## src/rtl/ram_bist_pkg.sv

```systemverilog
// ============================================================================
// ram_bist_pkg : shared state encoding and default RAM geometry for the BIST
// Revision     : 1.0
// ============================================================================
`default_nettype none

package ram_bist_pkg;
  localparam int DEF_ADDR_WIDTH = 2;
  localparam int DEF_DATA_WIDTH = 4;

  typedef enum logic [2:0] {
    S_WAIT  = 3'd0,
    S_IDLE  = 3'd1,
    S_WRITE = 3'd2,
    S_READ  = 3'd3,
    S_DRAIN = 3'd4,
    S_DONE  = 3'd5
  } bist_state_e;
endpackage

`default_nettype wire

```

## src/rtl/ram_bist_cmp.sv

```systemverilog
// ============================================================================
// ram_bist_cmp : registered read-back compare, saturating error count and
//                first-failing-address capture
// Revision     : 1.0
// ============================================================================
`default_nettype none

module ram_bist_cmp
  import ram_bist_pkg::*;
#(
  parameter int ADDR_WIDTH = DEF_ADDR_WIDTH,
  parameter int DATA_WIDTH = DEF_DATA_WIDTH
) (
  input  logic                  clk,
  input  logic                  reset,
  input  logic                  clear,
  input  logic                  valid,
  input  logic [ADDR_WIDTH-1:0] addr,
  input  logic [DATA_WIDTH-1:0] expected,
  input  logic [DATA_WIDTH-1:0] dout,
  output logic                  mismatch,
  output logic [ADDR_WIDTH:0]   err_count,
  output logic [ADDR_WIDTH-1:0] first_fail_addr
);
  localparam logic [ADDR_WIDTH:0] MAX_ERR = {1'b1, {ADDR_WIDTH{1'b0}}};

  assign mismatch = valid && (dout != expected);

  always_ff @(posedge clk) begin
    if (reset || clear) begin
      err_count       <= '0;
      first_fail_addr <= '0;
    end else if (mismatch) begin
      if (err_count == '0)
        first_fail_addr <= addr;
      if (err_count != MAX_ERR)
        err_count <= err_count + 1'b1;
    end
  end
endmodule

`default_nettype wire

```

## src/rtl/ram_bist_ctrl.sv

```systemverilog
// ============================================================================
// ram_bist_ctrl : write-seeded-pattern / read-compare BIST for a small RAM
// Revision      : 1.0
// ============================================================================
`default_nettype none

module ram_bist_ctrl
  import ram_bist_pkg::*;
#(
  parameter int ADDR_WIDTH   = DEF_ADDR_WIDTH,
  parameter int DATA_WIDTH   = DEF_DATA_WIDTH,
  parameter int STARTUP_WAIT = 4
) (
  input  logic                  clk,
  input  logic                  reset,
  input  logic                  start,
  input  logic [DATA_WIDTH-1:0] seed,
  output logic                  mem_sel,
  output logic [ADDR_WIDTH-1:0] mem_addr,
  output logic [DATA_WIDTH-1:0] mem_din,
  input  logic [DATA_WIDTH-1:0] mem_dout,
  output logic                  ready,
  output logic                  busy,
  output logic                  done,
  output logic                  pass,
  output logic [ADDR_WIDTH:0]   err_count,
  output logic [ADDR_WIDTH-1:0] first_fail_addr
);
  localparam int                    WAIT_W    = (STARTUP_WAIT > 1) ? $clog2(STARTUP_WAIT) : 1;
  localparam logic [WAIT_W-1:0]     WAIT_LAST = WAIT_W'(STARTUP_WAIT - 1);
  localparam logic [ADDR_WIDTH-1:0] LAST_ADDR = '1;

  bist_state_e           state;
  logic [WAIT_W-1:0]     wait_cnt;
  logic [ADDR_WIDTH-1:0] addr;
  logic [ADDR_WIDTH-1:0] next_addr;
  logic [DATA_WIDTH-1:0] seed_q;
  logic                  rd_valid;
  logic [ADDR_WIDTH-1:0] rd_addr;
  logic                  clear;
  logic                  mismatch;
  logic [DATA_WIDTH-1:0] exp_data;

  function automatic logic [DATA_WIDTH-1:0] pattern(input logic [DATA_WIDTH-1:0] s,
                                                    input logic [ADDR_WIDTH-1:0] a);
    return s + DATA_WIDTH'(a);
  endfunction

  assign next_addr = addr + 1'b1;
  assign clear     = (state == S_IDLE) && start;
  assign exp_data  = pattern(seed_q, rd_addr);

  always_ff @(posedge clk) begin
    if (reset) begin
      state    <= S_WAIT;
      wait_cnt <= '0;
      addr     <= '0;
      seed_q   <= '0;
      rd_valid <= 1'b0;
      rd_addr  <= '0;
      mem_sel  <= 1'b0;
      mem_addr <= '0;
      mem_din  <= '0;
      ready    <= 1'b0;
      busy     <= 1'b0;
      done     <= 1'b0;
      pass     <= 1'b0;
    end else begin
      done     <= 1'b0;
      rd_valid <= 1'b0;
      case (state)
        S_WAIT: begin
          if (wait_cnt == WAIT_LAST) begin
            ready <= 1'b1;
            state <= S_IDLE;
          end else begin
            wait_cnt <= wait_cnt + 1'b1;
          end
        end
        S_IDLE: begin
          mem_sel <= 1'b0;
          if (start) begin
            // First write is presented in the very next cycle
            seed_q   <= seed;
            pass     <= 1'b0;
            busy     <= 1'b1;
            addr     <= '0;
            mem_sel  <= 1'b1;
            mem_addr <= '0;
            mem_din  <= seed;
            state    <= S_WRITE;
          end
        end
        S_WRITE: begin
          if (addr == LAST_ADDR) begin
            addr     <= '0;
            mem_sel  <= 1'b0;
            mem_addr <= '0;
            mem_din  <= '0;
            state    <= S_READ;
          end else begin
            addr     <= next_addr;
            mem_addr <= next_addr;
            mem_din  <= pattern(seed_q, next_addr);
          end
        end
        S_READ: begin
          rd_valid <= 1'b1;
          rd_addr  <= addr;
          if (addr == LAST_ADDR) begin
            addr     <= '0;
            mem_addr <= '0;
            state    <= S_DRAIN;
          end else begin
            addr     <= next_addr;
            mem_addr <= next_addr;
          end
        end
        S_DRAIN: begin
          // The last compare lands on this edge, so fold it into pass directly
          busy  <= 1'b0;
          done  <= 1'b1;
          pass  <= (err_count == '0) && !mismatch;
          state <= S_DONE;
        end
        S_DONE: begin
          state <= S_IDLE;
        end
        default: begin
          state <= S_WAIT;
        end
      endcase
    end
  end

  ram_bist_cmp #(
    .ADDR_WIDTH(ADDR_WIDTH),
    .DATA_WIDTH(DATA_WIDTH)
  ) u_cmp (
    .clk            (clk),
    .reset          (reset),
    .clear          (clear),
    .valid          (rd_valid),
    .addr           (rd_addr),
    .expected       (exp_data),
    .dout           (mem_dout),
    .mismatch       (mismatch),
    .err_count      (err_count),
    .first_fail_addr(first_fail_addr)
  );
endmodule

`default_nettype wire

```

## config.mk

```make
export PLATFORM = sky130hd
export DESIGN_NAME = ram_bist_ctrl
export DESIGN_NICKNAME = d
export VERILOG_FILES = /design/src/rtl/ram_bist_pkg.sv /design/src/rtl/ram_bist_cmp.sv /design/src/rtl/ram_bist_ctrl.sv
export SDC_FILE = /design/constraint.sdc
export NUM_CORES = 1
export LEC_CHECK = 0
export BUFFER_PORTS_ARGS = -buffer_cell sky130_fd_sc_hd__buf_2
export CAP_MARGIN = 20
export CORE_ASPECT_RATIO = 2
export CORE_MARGIN = 2
export CORE_UTILIZATION = 45
export CTS_CLUSTER_SIZE = 24
export DETAILED_ROUTE_END_ITERATION = 10
export PLACE_DENSITY = 0.72
export SLEW_MARGIN = 20
export SYNTH_ARGS = -nofsm -noshare
export SYNTH_HDL_FRONTEND = slang
export SYNTH_SLANG_ARGS = --single-unit
```

## constraint.sdc

```tcl
create_clock -name clk -period 2.73 [get_ports clk]
set_input_delay 0.1365 -clock clk [delete_from_list [all_inputs] [get_ports clk]]
set_output_delay 0.1365 -clock clk [all_outputs]
set_load 0.005 [all_outputs]
```

# Word-level counts from Yosys, hierarchy flattened
# Cells that the tools add are included.
dict set report op_classes {
  n_addsub 5
  eq_ne 13
  n_mux 20
  bitwise_logic 1
  reduce_logical 21
}
# op count
set op_table {}
lappend op_table {{$pmux 3 s6} 1}
lappend op_table {{$reduce_and 2->1} 9}
lappend op_table {{$mux 3} 4}
lappend op_table {{$add 4x2->4} 2}
lappend op_table {{$mux 4} 2}
lappend op_table {{$ne 2x2->1 const B} 4}
lappend op_table {{$pmux 4 s2} 1}
lappend op_table {{$eq 3x2->1 const B} 2}
lappend op_table {{$eq 3x3->1 const B} 2}
lappend op_table {{$logic_not 3->1} 2}
lappend op_table {{$mux 1} 6}
lappend op_table {{$pmux 1 s2} 3}
lappend op_table {{$reduce_bool 2->1} 3}
lappend op_table {{$add 2x1->2 const B} 2}
lappend op_table {{$eq 2x2->1 const B} 2}
lappend op_table {{$mux 2} 2}
lappend op_table {{$ne 4x4->1} 1}
lappend op_table {{$pmux 2 s2} 1}
lappend op_table {{$reduce_and 4->1} 1}
lappend op_table {{$add 3x1->3 const B} 1}
lappend op_table {{$eq 3x1->1 const B} 1}
lappend op_table {{$logic_and 1x1->1} 3}
lappend op_table {{$ne 3x3->1 const B} 1}
lappend op_table {{$reduce_or 2->1} 1}
lappend op_table {{other kinds (3)} 3}
dict set report word_totals {
  regBits 28
  input_bits 11
  out_inout_bits 16
  word_cells 74
}

# Longest topological paths before layout
# Gate-level depths: netlist of run 1.
dict set report logic_depth {
  ltp_word 6
  ltp_mapped 8
  depth_no_buf 8
}

# Modules after synthesis
# From an unflattened synthesis of run 1, not the netlist that was laid out.
dict set report unflattened {
  cells_unflattened 170
  hier_area_um2 1452.6
}
# mod n_inst cells_per_inst area_each_um2 seq_area_each_um2
set modules_own_cells {}
lappend modules_own_cells {ram_bist_ctrl 1 136 1132.3 460.4}
lappend modules_own_cells {ram_bist_cmp 1 34 320.3 100.1}

# Worst setup path after synthesis of run 1
# Ideal clock, no wire load.
dict set report synth_timing {
  kind {reg2reg}
  startpoint {reg seed_q[0]}
  endpoint {reg pass}
  setup_time_ns 0.070
  arrival_time_ns 1.928
  required_ns 2.660
  path_slack_ns 0.732
  path_stages_with_launch 9
  path_buffers 0
  period_less_slack_ns 1.998
  cell_sequence {dfxtp_1 > ha_1 > inv_1 > fa_1 > xnor2_1 > xnor2_1 > o2111ai_2 > a2111o_1 > a21oi_1}
}
dict set report synth_via {
  elab_chain_len 6
}
# element line
set synth_lines {}
lappend synth_lines {{start, declared} ram_bist_ctrl.sv:37} ;# logic [DATA_WIDTH-1:0] seed_q;
lappend synth_lines {{start signal, assigned} ram_bist_ctrl.sv:58} ;# seed_q <= '0;
lappend synth_lines {{start signal, assigned} ram_bist_ctrl.sv:84} ;# seed_q <= seed;
lappend synth_lines {{$add 4x2->4} ram_bist_ctrl.sv:46} ;# return s + DATA_WIDTH'(a);
lappend synth_lines {{$ne 4x4->1} ram_bist_cmp.sv:27} ;# assign mismatch = valid && (dout != expected);
lappend synth_lines {{$logic_and 1x1->1} ram_bist_cmp.sv:27}
lappend synth_lines {{$logic_not 1->1} ram_bist_ctrl.sv:123} ;# pass <= (err_count == '0) && !mismatch;
lappend synth_lines {{$logic_and 1x1->1} ram_bist_ctrl.sv:123}
lappend synth_lines {{$pmux 1 s2} ram_bist_ctrl.sv:71} ;# case (state)
lappend synth_lines {{end signal, assigned} ram_bist_ctrl.sv:123}
lappend synth_lines {{end, declared} ram_bist_ctrl.sv:25} ;# output logic pass,
# No other way between the ends.
# A chain may end at the register's enable or synchronous reset.

# Final worst setup path of run 1
dict set report layout_timing {
  startpoint {reg rd_addr[0]}
  endpoint {reg pass}
}
dict set report layout_via {
  elab_chain_len 6
}
# element line
set layout_lines {}
lappend layout_lines {{start, declared} ram_bist_ctrl.sv:39} ;# logic [ADDR_WIDTH-1:0] rd_addr;
lappend layout_lines {{start signal, assigned} ram_bist_ctrl.sv:109} ;# rd_addr <= addr;
lappend layout_lines {{$add 4x2->4} ram_bist_ctrl.sv:46}
lappend layout_lines {{$ne 4x4->1} ram_bist_cmp.sv:27}
lappend layout_lines {{$logic_and 1x1->1} ram_bist_cmp.sv:27}
lappend layout_lines {{$logic_not 1->1} ram_bist_ctrl.sv:123}
lappend layout_lines {{$logic_and 1x1->1} ram_bist_ctrl.sv:123}
lappend layout_lines {{$pmux 1 s2} ram_bist_ctrl.sv:71}
# No other way between the ends.

==> flow_summary.ini, run 1 <==
[run_status]
run_status = complete, no violations

[floorplan]
number_of_placement_rows = 28
num_io_pins = 27
dieArea_mm2 = 0.00356
initial_utilization = 0.470
die-height_um = 82.4
chipWidth_um = 43.2
core_area_mm2 = 0.00294

[detailed_routing]
first_iteration_detailed_routing_drc_count = 26
vias_per_cell = 5.61
drt-total-wl_um = 3090
route.detailed.drc = 0
detailroute.via_count = 1228
mean_routed_wirelength_per_cell_um = 14.1
detail-route-antenna-nets = 0
detailed_router_iteration_count_before_antenna_repair = 7

[clocking]
cts.repair_timing.setup_buffer_count = 0
cts_sinks = 28
clkSlewWorstSetupHoldPaths_ns = 0.10
cts_tree = built
clk-insertion-delay-late_ns = 0.28
cts_root_buf = clkbuf_8
cts_buffer_depth = 2
cts_inserted_buffers = 3
cts_hold_buf = 0
post_cts.resized_instances = 0
htree_num_levels = 1

[grt]
grt_remaining_overflow = 0
antenna_found_initial = 0
grt_usage = 0.188
grt_pass1_wl_um = 5050
first_global_vias = 1203
maximum_number_of_pins_on_one_net_before_global_route_repair = 26

[sta]
slew_violations = 0
fin_clk_skew_ns = 0.00335
worstMarginPinSlew_ns = 0.714
fin_setup_tns_ns = 0
final-hold-violation-count = 0
hold_ws_ns = 0.102
rsz0062_at_grt = false
period_minus_slack_ns = 2.23
layout_worst_path_cycle_share = 0.816
timing.fmax_mhz = 449
fin_ws_ns = 0.502
setup_viol_count_final = 0
relSlewSlack = 0.522

[place]
dp.final_hpwl_um = 2400
post-place-ws_ns = 0.516
placement.io_buffers = 26
routabilityCongestion = 0.794
placed_instances = 215

[worst_setup_path]
ff2ff_path_depth = 8
crit_path_frequent_cell = xnor2_1
largest_delay_contributor_family_on_the_critical_path = compound AO/OA/AOI/OAI gates
reg_to_reg_critical_path_startpoint = rd_addr[0]
required_time_of_the_critical_path_ns = 2.95
cp.buffers_inverters = 1
timing.critical_path.fanout_max = 5
slowest_stage = a2111o_1
critPathKind = reg2reg
crit_arrival_ns = 2.44
timing.critical_path.cells = ha_1 > inv_1 > fa_1 > xnor2_1 > xnor2_1 > o2111ai_2 > a2111o_1 > a21oi_1
cp-start-kind = flip-flop
slowest_delay_ns = 0.45
regToRegSetupSlack_ns = 0.50
critical_path.startpoint = rd_addr[0]
r2r_end = pass
setup.worst_path.end_class = flip-flop

[logic_synthesis]
postSynthAreaPerCell_um2 = 8.33
yosys-top-cells-area = dfxtp_1, nand2_1, ha_1
synth-seq-area-share = 0.405
synth-compound-area-share = 0.144
synth_xor_xnor_area_share = 0.0507
fraction_of_synthesized_area_in_multiplexers = 0.0362
post_synth_fa_ha_maj_area_fraction = 0.101
syn-instance-count = 166
yosysTopAreaCellShare = 0.405
ys.warnings.count = 0
synth.cell_area_mm2 = 0.00138
netlist.top_cell.by_area = dfxtp_1
post_synth_and_or_nand_nor_area_fraction = 0.216
synth_top_family_by_area = simple AND/OR/NAND/NOR gates
netlist-cell-type-count = 30
synth_fp_nets = 187
ys_ff_latch = 28

[flow_run]
cap_viol_max_count = 0

[layout]
area.growth.synth_to_final_pct = 15.4
layout.cells.non_filler = 219
final_net_count = 211
final_core_utilization = 0.542
drive_above_1_share = 0.175
diodes = 0

[power]
static_leakage_nw = 0.705
ir_drop_uv = 390
power.density_cell_area_mw_per_mm2 = 673

[hold_path]
hold-path-cell-count = 3
min_delay_worst_endpoint = seed_q[3]
holdCritPathClass = in2reg
holdCritStartpoint = seed[3]
==> where the power goes <==
part           leakage, nW  switching [mW]  internal, mW
combinational        0.443           0.135         0.106
clock               0.0357           0.131         0.197
sequential           0.227          0.0503         0.454
total                0.705           0.317         0.757
==> tightest hold or removal path, delay by kind of cell <==
family | cells | cell delay (ns)
AND/OR/NAND/NOR | 1 | 0.05
buffers and inverters | 1 | 0.10
AO/OA/AOI/OAI | 1 | 0.05
==> flip-flops by register name (all words and copies together) (netlist names) <==
signal and count:
u_cmp.err_count 3, busy 1, mem_din 4, ready 1, done 1, seed_q 4, mem_sel 1, u_cmp.first_fail_addr 2
pass 1, addr 2, state 3, wait_cnt 2, rd_addr 2, rd_valid 1
==> final cells by class <==
cell class / count / area (um^2)
Clock buffer: 3 / 41.3
Clock inverter: 1 / 30.0
Fill cell: 282 / 1350
Inverter: 10 / 37.5
Multi-Input combinational cell: 121 / 758
Sequential cell: 28 / 561
Tap cell: 30 / 37.5
Timing Repair Buffer: 26 / 130
==> how the worst max path moves through the flow <==
stage            to  slack [ns]  depth (start not counted)
6_report       pass        0.50                          8
2_1_floorplan  pass        0.73                          8
3_3_place_gp   pass        0.66                          8
4_1_cts        pass        0.50                          8
5_1_grt        pass        0.40                          8
3_5_place_dp   pass        0.52                          8
==> metal layers <==
layer,part of all wire,GRT usage
met1,0.39,0.181
met2,0.56,0.373
met3,0.028,0.0261
met4,0.023,0.0848
met5,0,0
==> stage by stage <==
step | area, um^2 | total power, mW
floorplan | 1380 | 0.680
global placement | 1520 | 0.743
detailed placement | 1520 | 0.756
CTS | 1600 | 1.08
global route | 1600 | 1.14
finish | 1600 | 1.07
==> cell usage in the layout (no fill, tap or decap) <==
cell type | Yosys | routed
nand2_1 | 29 | 29
dfxtp_1 | 28 | 28
buf_2 | 0 | 26
nor2_1 | 18 | 18
a21oi_1 | 16 | 16
inv_1 | 10 | 10
ha_1 | 8 | 8
nand3_1 | 7 | 7
xnor2_1 | 5 | 5
mux2i_1 | 5 | 5
a31oi_1 | 4 | 4
nor3_1 | 4 | 4
a21o_1 | 3 | 3
xor2_1 | 3 | 3
clkbuf_8 | 0 | 3
nor4_1 | 2 | 2
o21ai_0 | 2 | 2
fa_1 | 2 | 2
nor2b_1 | 1 | 1
nor3_2 | 1 | 1
and3_2 | 1 | 1
o2111ai_2 | 1 | 1
nand4b_1 | 1 | 1
nor4bb_1 | 1 | 1
a221oi_1 | 1 | 1
nand2b_1 | 1 | 1
a22oi_1 | 1 | 1
or3_1 | 1 | 1
a311oi_1 | 1 | 1
a222oi_1 | 1 | 1
a2111o_1 | 1 | 1
bufinv_16 | 0 | 1
==> cell families (layout without fill, tap and decap cells) <==
kind of cell / count (synthesis) / after routing
AO/OA/AOI/OAI: 31 / 31
XOR/XNOR: 8 / 8
adder cells (fa/ha/maj): 10 / 10
buffers and inverters: 17 / 40
flip-flops: 28 / 28
multiplexers: 5 / 5
AND/OR/NAND/NOR: 67 / 67
==> synth_stat cells <==
cell type  count
nand2_1       29
dfxtp_1       28
nor2_1        18
a21oi_1       16
inv_1         10
ha_1           8
clkbuf_1       7
nand3_1        7
mux2i_1        5
xnor2_1        5
a31oi_1        4
nor3_1         4
a21o_1         3
xor2_1         3
fa_1           2
nor4_1         2
o21ai_0        2
a2111o_1       1
a221oi_1       1
a222oi_1       1
a22oi_1        1
a311oi_1       1
and3_2         1
nand2b_1       1
nand4b_1       1
nor2b_1        1
nor3_2         1
nor4bb_1       1
o2111ai_2      1
or3_1          1
Power figures use the tool's default switching activity.
==> run 2: changes to the inputs <==
--- a/config.mk
+++ b/config.mk
@@ -5,6 +5,7 @@
 export SDC_FILE = /design/constraint.sdc
 export NUM_CORES = 1
 export LEC_CHECK = 0
+export ABC_AREA = 1
 export BUFFER_PORTS_ARGS = -buffer_cell sky130_fd_sc_hd__buf_2
 export CAP_MARGIN = 20
 export CORE_ASPECT_RATIO = 2
==> constraint.sdc (replaced) <==
create_clock -name clk -period 2.2 [get_ports clk]
set_input_delay 0.11 -clock clk [delete_from_list [all_inputs] [get_ports clk]]
set_output_delay 0.11 -clock clk [all_outputs]
set_load 0.005 [all_outputs]
==> flow_summary.ini, run 2 <==
[floorplan]
number_of_placement_rows = 29
die-height_um = 85.7
core_area_mm2 = 0.00319
num_io_pins = 27
chipWidth_um = 44.8
initial_utilization = 0.470
dieArea_mm2 = 0.00384

[sta]
timing.fmax_mhz = 517
fin_clk_skew_ns = 0.00503
fin_setup_tns_ns = 0
setup_viol_count_final = 0
rsz0062_at_grt = false
layout_worst_path_cycle_share = 0.879
period_minus_slack_ns = 1.93
fin_ws_ns = 0.267
final-hold-violation-count = 0
worstMarginPinSlew_ns = 0.282
slew_violations = 0
relSlewSlack = 0.812

[layout]
most-common-layout-cells = nand2_1, inv_1, dfxtp_1
final_net_count = 252
largest_registers_in_the_final_layout = mem_din: 4 flops, seed_q: 4 flops
diodes = 0
layout.cells.most_common = nand2_1
area.growth.synth_to_final_pct = 14.8
drive_above_1_share = 0.204

[worst_setup_path]
critPathKind = reg2reg
regToRegSetupSlack_ns = 0.27
required_time_of_the_critical_path_ns = 2.42
cp-start-kind = flip-flop
slowest_delay_ns = 0.46
timing.critical_path.fanout_max = 8
cp.buffers_inverters = 2
setup.worst_path.end_class = flip-flop
timing.critical_path.cells = ha_1 > inv_1 > fa_1 > nand2_1 > inv_1 > nor2_1 > nand2_1 > nor2_1 > nand2_2 > nand3_2 > nand2_1 > a21oi_1
crit_path_frequent_cell = nand2_1
crit_arrival_ns = 2.15
largest_delay_contributor_family_on_the_critical_path = adder cells
slowest_stage = fa_1

[grt]
grt_usage = 0.188
first_global_vias = 1283
maximum_number_of_pins_on_one_net_before_global_route_repair = 17
grt_pass1_wl_um = 5440
antenna_found_initial = 0
grt_remaining_overflow = 0

[flow_run]
cap_viol_max_count = 0

[power]
power.density_cell_area_mw_per_mm2 = 953
static_leakage_nw = 0.826
ir_drop_uv = 591

[logic_synthesis]
netlist.top_cell.by_area = dfxtp_1
synth_top_cells_by_count = nand2_1, inv_1, dfxtp_1, a21oi_1, nor2_1
synth_enable_flop_cells = 0
ys_ff_latch = 28
yosys-top-cells-area = dfxtp_1, nand2_1, inv_1
most_instantiated_flip_flop_cell_in_the_synthesis_netlist = dfxtp_1
netlist-cell-type-count = 33
synth.cell_area_mm2 = 0.00150
synth-seq-area-share = 0.374
yosys.cell_count.top_type = nand2_1
syn-instance-count = 203
postSynthAreaPerCell_um2 = 7.39
synth_async_sr_flop_share = 0
yosysTopAreaCellShare = 0.374
ys.warnings.count = 0
synth_fp_nets = 224

[detailed_routing]
route.detailed.drc = 0
vias_per_cell = 5.12
drt-total-wl_um = 3170
detailroute.via_count = 1336
detail-route-antenna-nets = 0
mean_routed_wirelength_per_cell_um = 12.1
detailed_router_iteration_count_before_antenna_repair = 4
first_iteration_detailed_routing_drc_count = 24

[clocking]
post_cts.resized_instances = 0
clkSlewWorstSetupHoldPaths_ns = 0.10
cts.repair_timing.setup_buffer_count = 0
htree_num_levels = 1
cts_buffer_depth = 2
cts_hold_buf = 0
clk-insertion-delay-late_ns = 0.28
cts_sinks = 28
cts_inserted_buffers = 3
cts_root_buf = clkbuf_8
cts_tree = built

[run_status]
run_status = complete, no violations

[place]
post-place-ws_ns = 0.280
placement.io_buffers = 26
routabilityCongestion = 0.834
dp.final_hpwl_um = 2540

[hold_path]
holdCritPathClass = in2reg
-- run 2: final timing paths --
check                           startpoint                 end  cells past startpoint
worst max-delay path            rd_addr[0]  u_cmp.err_count[1]                     12
worst min-delay path               seed[1]          mem_din[1]                      3
worst max register to register  rd_addr[0]  u_cmp.err_count[1]                     12
worst min register to register       ready               ready                      2
-- run 2: area by class of cell --
class / count / area, um^2
fillers: 337 / 1470
repair buffers: 26 / 130
well taps: 31 / 38.8
clock buffers: 3 / 41.3
flip-flops and latches: 28 / 561
clock inverters: 1 / 30.0
multi-input cells: 136 / 785
inverters: 36 / 136
-- run 2: cells by family (layout without fill, tap and decap cells) --
group,after synthesis,count (layout),synth area share
simple gates,86,86,0.274
buf+inv,39,66,0.103
xor+xnor,3,3,0.0175
flops,28,28,0.374
compound gates,37,37,0.138
fa+ha+maj,10,10,0.0934
-- run 2: per-stage QoR --
stage | cell area [um^2] | cells | util | hold WS, ns | total power [mW]
floorplan | 1500 | 203 | - | 0.182 | 1.09
detailed placement | 1650 | 257 | 0.517 | 0.373 | 1.24
global route | 1720 | 261 | 0.539 | 0.109 | 1.76
global placement | 1650 | 257 | 0.517 | 0.381 | 1.23
finish | 1720 | 261 | 0.539 | 0.0913 | 1.64
CTS | 1720 | 261 | 0.539 | 0.0977 | 1.65
-- run 2: layer usage --
| metal | vias up | part of all wire | track usage |
|---|---|---|---|
| met2 | 21 | 0.56 | 0.349 |
| met1 | 607 | 0.38 | 0.192 |
| met5 | - | 0 | 0 |
| li1 | 701 | - | - |
| met3 | 7 | 0.023 | 0.0211 |
| met4 | 0 | 0.034 | 0.0963 |
-- run 2: worst reg2reg max path, delay by kind of cell (launching register included) --
kind            cells  cell delay, ns
compound gates      1            0.12
buf+inv             2            0.10
fa+ha+maj           2            0.66
simple gates        7            0.61
flops               1            0.38
-- run 2: where the power goes --
group / total (mW) / internal, mW / switching (mW) / leakage [nW]
Clock: 0.415 / 0.244 / 0.171 / 0.0357
Combinational: 0.541 / 0.219 / 0.322 / 0.563
Sequential: 0.685 / 0.604 / 0.0805 / 0.228
Total: 1.64 / 1.07 / 0.574 / 0.826
==> run 3: changes to the inputs <==
--- a/config.mk
+++ b/config.mk
@@ -10,10 +10,10 @@
 export CAP_MARGIN = 20
 export CORE_ASPECT_RATIO = 2
 export CORE_MARGIN = 2
-export CORE_UTILIZATION = 45
+export CORE_UTILIZATION = 35
 export CTS_CLUSTER_SIZE = 24
 export DETAILED_ROUTE_END_ITERATION = 10
-export PLACE_DENSITY = 0.72
+export PLACE_DENSITY = 0.59
 export SLEW_MARGIN = 20
 export SYNTH_ARGS = -nofsm -noshare
 export SYNTH_HDL_FRONTEND = slang
==> flow_summary.ini, run 3 (synthesis results as in run 2) <==
[run_status]
run_status = complete, no violations

[detailed_routing]
first_iteration_detailed_routing_drc_count = 19
route.detailed.drc = 0
detailroute.via_count = 1315
drt-total-wl_um = 3210
mean_routed_wirelength_per_cell_um = 11.4
detail-route-antenna-nets = 0
vias_per_cell = 4.66
detailed_router_iteration_count_before_antenna_repair = 4

[worst_setup_path]
setup.worst_path.end_class = flip-flop
crit_arrival_ns = 2.12
timing.critical_path.fanout_max = 8
critPathKind = reg2reg
cp-start-kind = flip-flop
required_time_of_the_critical_path_ns = 2.42

[layout]
fin_area_mm2 = 0.00175
drive_above_1_share = 0.204
diodes = 0
layout.cells.most_common = nand2_1
area.growth.synth_to_final_pct = 16.5
largest_registers_in_the_final_layout = mem_din: 4 flops, seed_q: 4 flops
most-common-layout-cells = nand2_1, inv_1, dfxtp_1
n_fill_cell = 425
final_core_utilization = 0.428
final_net_count = 252

[grt]
maximum_number_of_pins_on_one_net_before_global_route_repair = 17
grt_usage = 0.145
antenna_found_initial = 0
grt_remaining_overflow = 0
grt_pass1_wl_um = 5340
first_global_vias = 1266

[sta]
final-hold-violation-count = 0
setup_viol_count_final = 0
fin_clk_skew_ns = 0.00621
worstMarginPinSlew_ns = 0.298
relSlewSlack = 0.801
rsz0062_at_grt = false
slew_violations = 0
period_minus_slack_ns = 1.90
fin_ws_ns = 0.298
timing.fmax_mhz = 526
fin_setup_tns_ns = 0
layout_worst_path_cycle_share = 0.865

[clocking]
cts_hold_buf = 0
cts_root_buf = clkbuf_8
cts.repair_timing.setup_buffer_count = 0
htree_num_levels = 1
cts_inserted_buffers = 3
cts_tree = built
cts_sinks = 28
clk-insertion-delay-late_ns = 0.28
post_cts.resized_instances = 0
clkSlewWorstSetupHoldPaths_ns = 0.10
cts_buffer_depth = 2

[floorplan]
number_of_placement_rows = 33
initial_utilization = 0.367
num_io_pins = 27
dieArea_mm2 = 0.00486
die-height_um = 96.6
chipWidth_um = 50.3
core_area_mm2 = 0.00409

[power]
total_power_mw = 1.64
power.density_cell_area_mw_per_mm2 = 939
static_leakage_nw = 0.826
ir_drop_uv = 582

[flow_run]
cap_viol_max_count = 0

[place]
post-place-ws_ns = 0.301
routabilityCongestion = 0.811
dp.final_hpwl_um = 2630
dpl-instance-area_mm2 = 0.00168
placement.io_buffers = 26

[hold_path]
holdCritPathClass = in2reg
==> run 3: area by class of cell <==
class                           instances  area (um^2)  area share
Inverter                               36          136      0.0780
Timing Repair Buffer                   26          130      0.0744
Sequential cell                        28          561       0.321
Multi-Input combinational cell        136          785       0.449
Tap cell                               52         65.1      0.0372
Clock inverter                          1         30.0      0.0172
Clock buffer                            3         41.3      0.0236
==> run 3: routing by layer <==
metal,share of wire,vias to the layer above,global-route usage
met2,0.55,19,0.281
met5,0,-,0
li1,-,711,-
met1,0.39,576,0.143
met4,0.032,0,0.0833
met3,0.022,9,0.0169
==> run 3: where the power goes <==
group	switching, mW	internal [mW]	total [mW]
clock	0.175	0.244	0.419
combinational	0.319	0.216	0.535
sequential	0.0830	0.604	0.687
total	0.577	1.06	1.64
==> run 3: metrics by stage <==
stage,instances,hold slack [ns]
4_1_cts,282,0.0968
6_report,282,0.105
3_5_place_dp,278,0.388
2_1_floorplan,203,0.182
5_1_grt,282,0.109
3_3_place_gp,278,0.381
==> run 3: final timing paths <==
kind | startpoint | slack (ns) | depth (start not counted) | end
setup / recovery | rd_addr[0] | 0.30 | 12 | u_cmp.first_fail_addr[1]
hold / removal | seed[0] | 0.10 | 3 | seed_q[0]
setup reg to reg | rd_addr[0] | 0.30 | 12 | u_cmp.first_fail_addr[1]
hold reg to reg | ready | 0.46 | 2 | ready
==> run 3: worst max-delay path, stage by stage, from the launching register on <==
cell     delay [ns]
dfxtp_1        0.38
ha_1           0.20
inv_1          0.06
fa_1           0.45
nand2_1        0.08
inv_1          0.04
nor2_1         0.07
nand2_1        0.05
nor2_1         0.12
nand2_2        0.12
nand3_1        0.11
nand2_1        0.05
a21oi_1        0.10
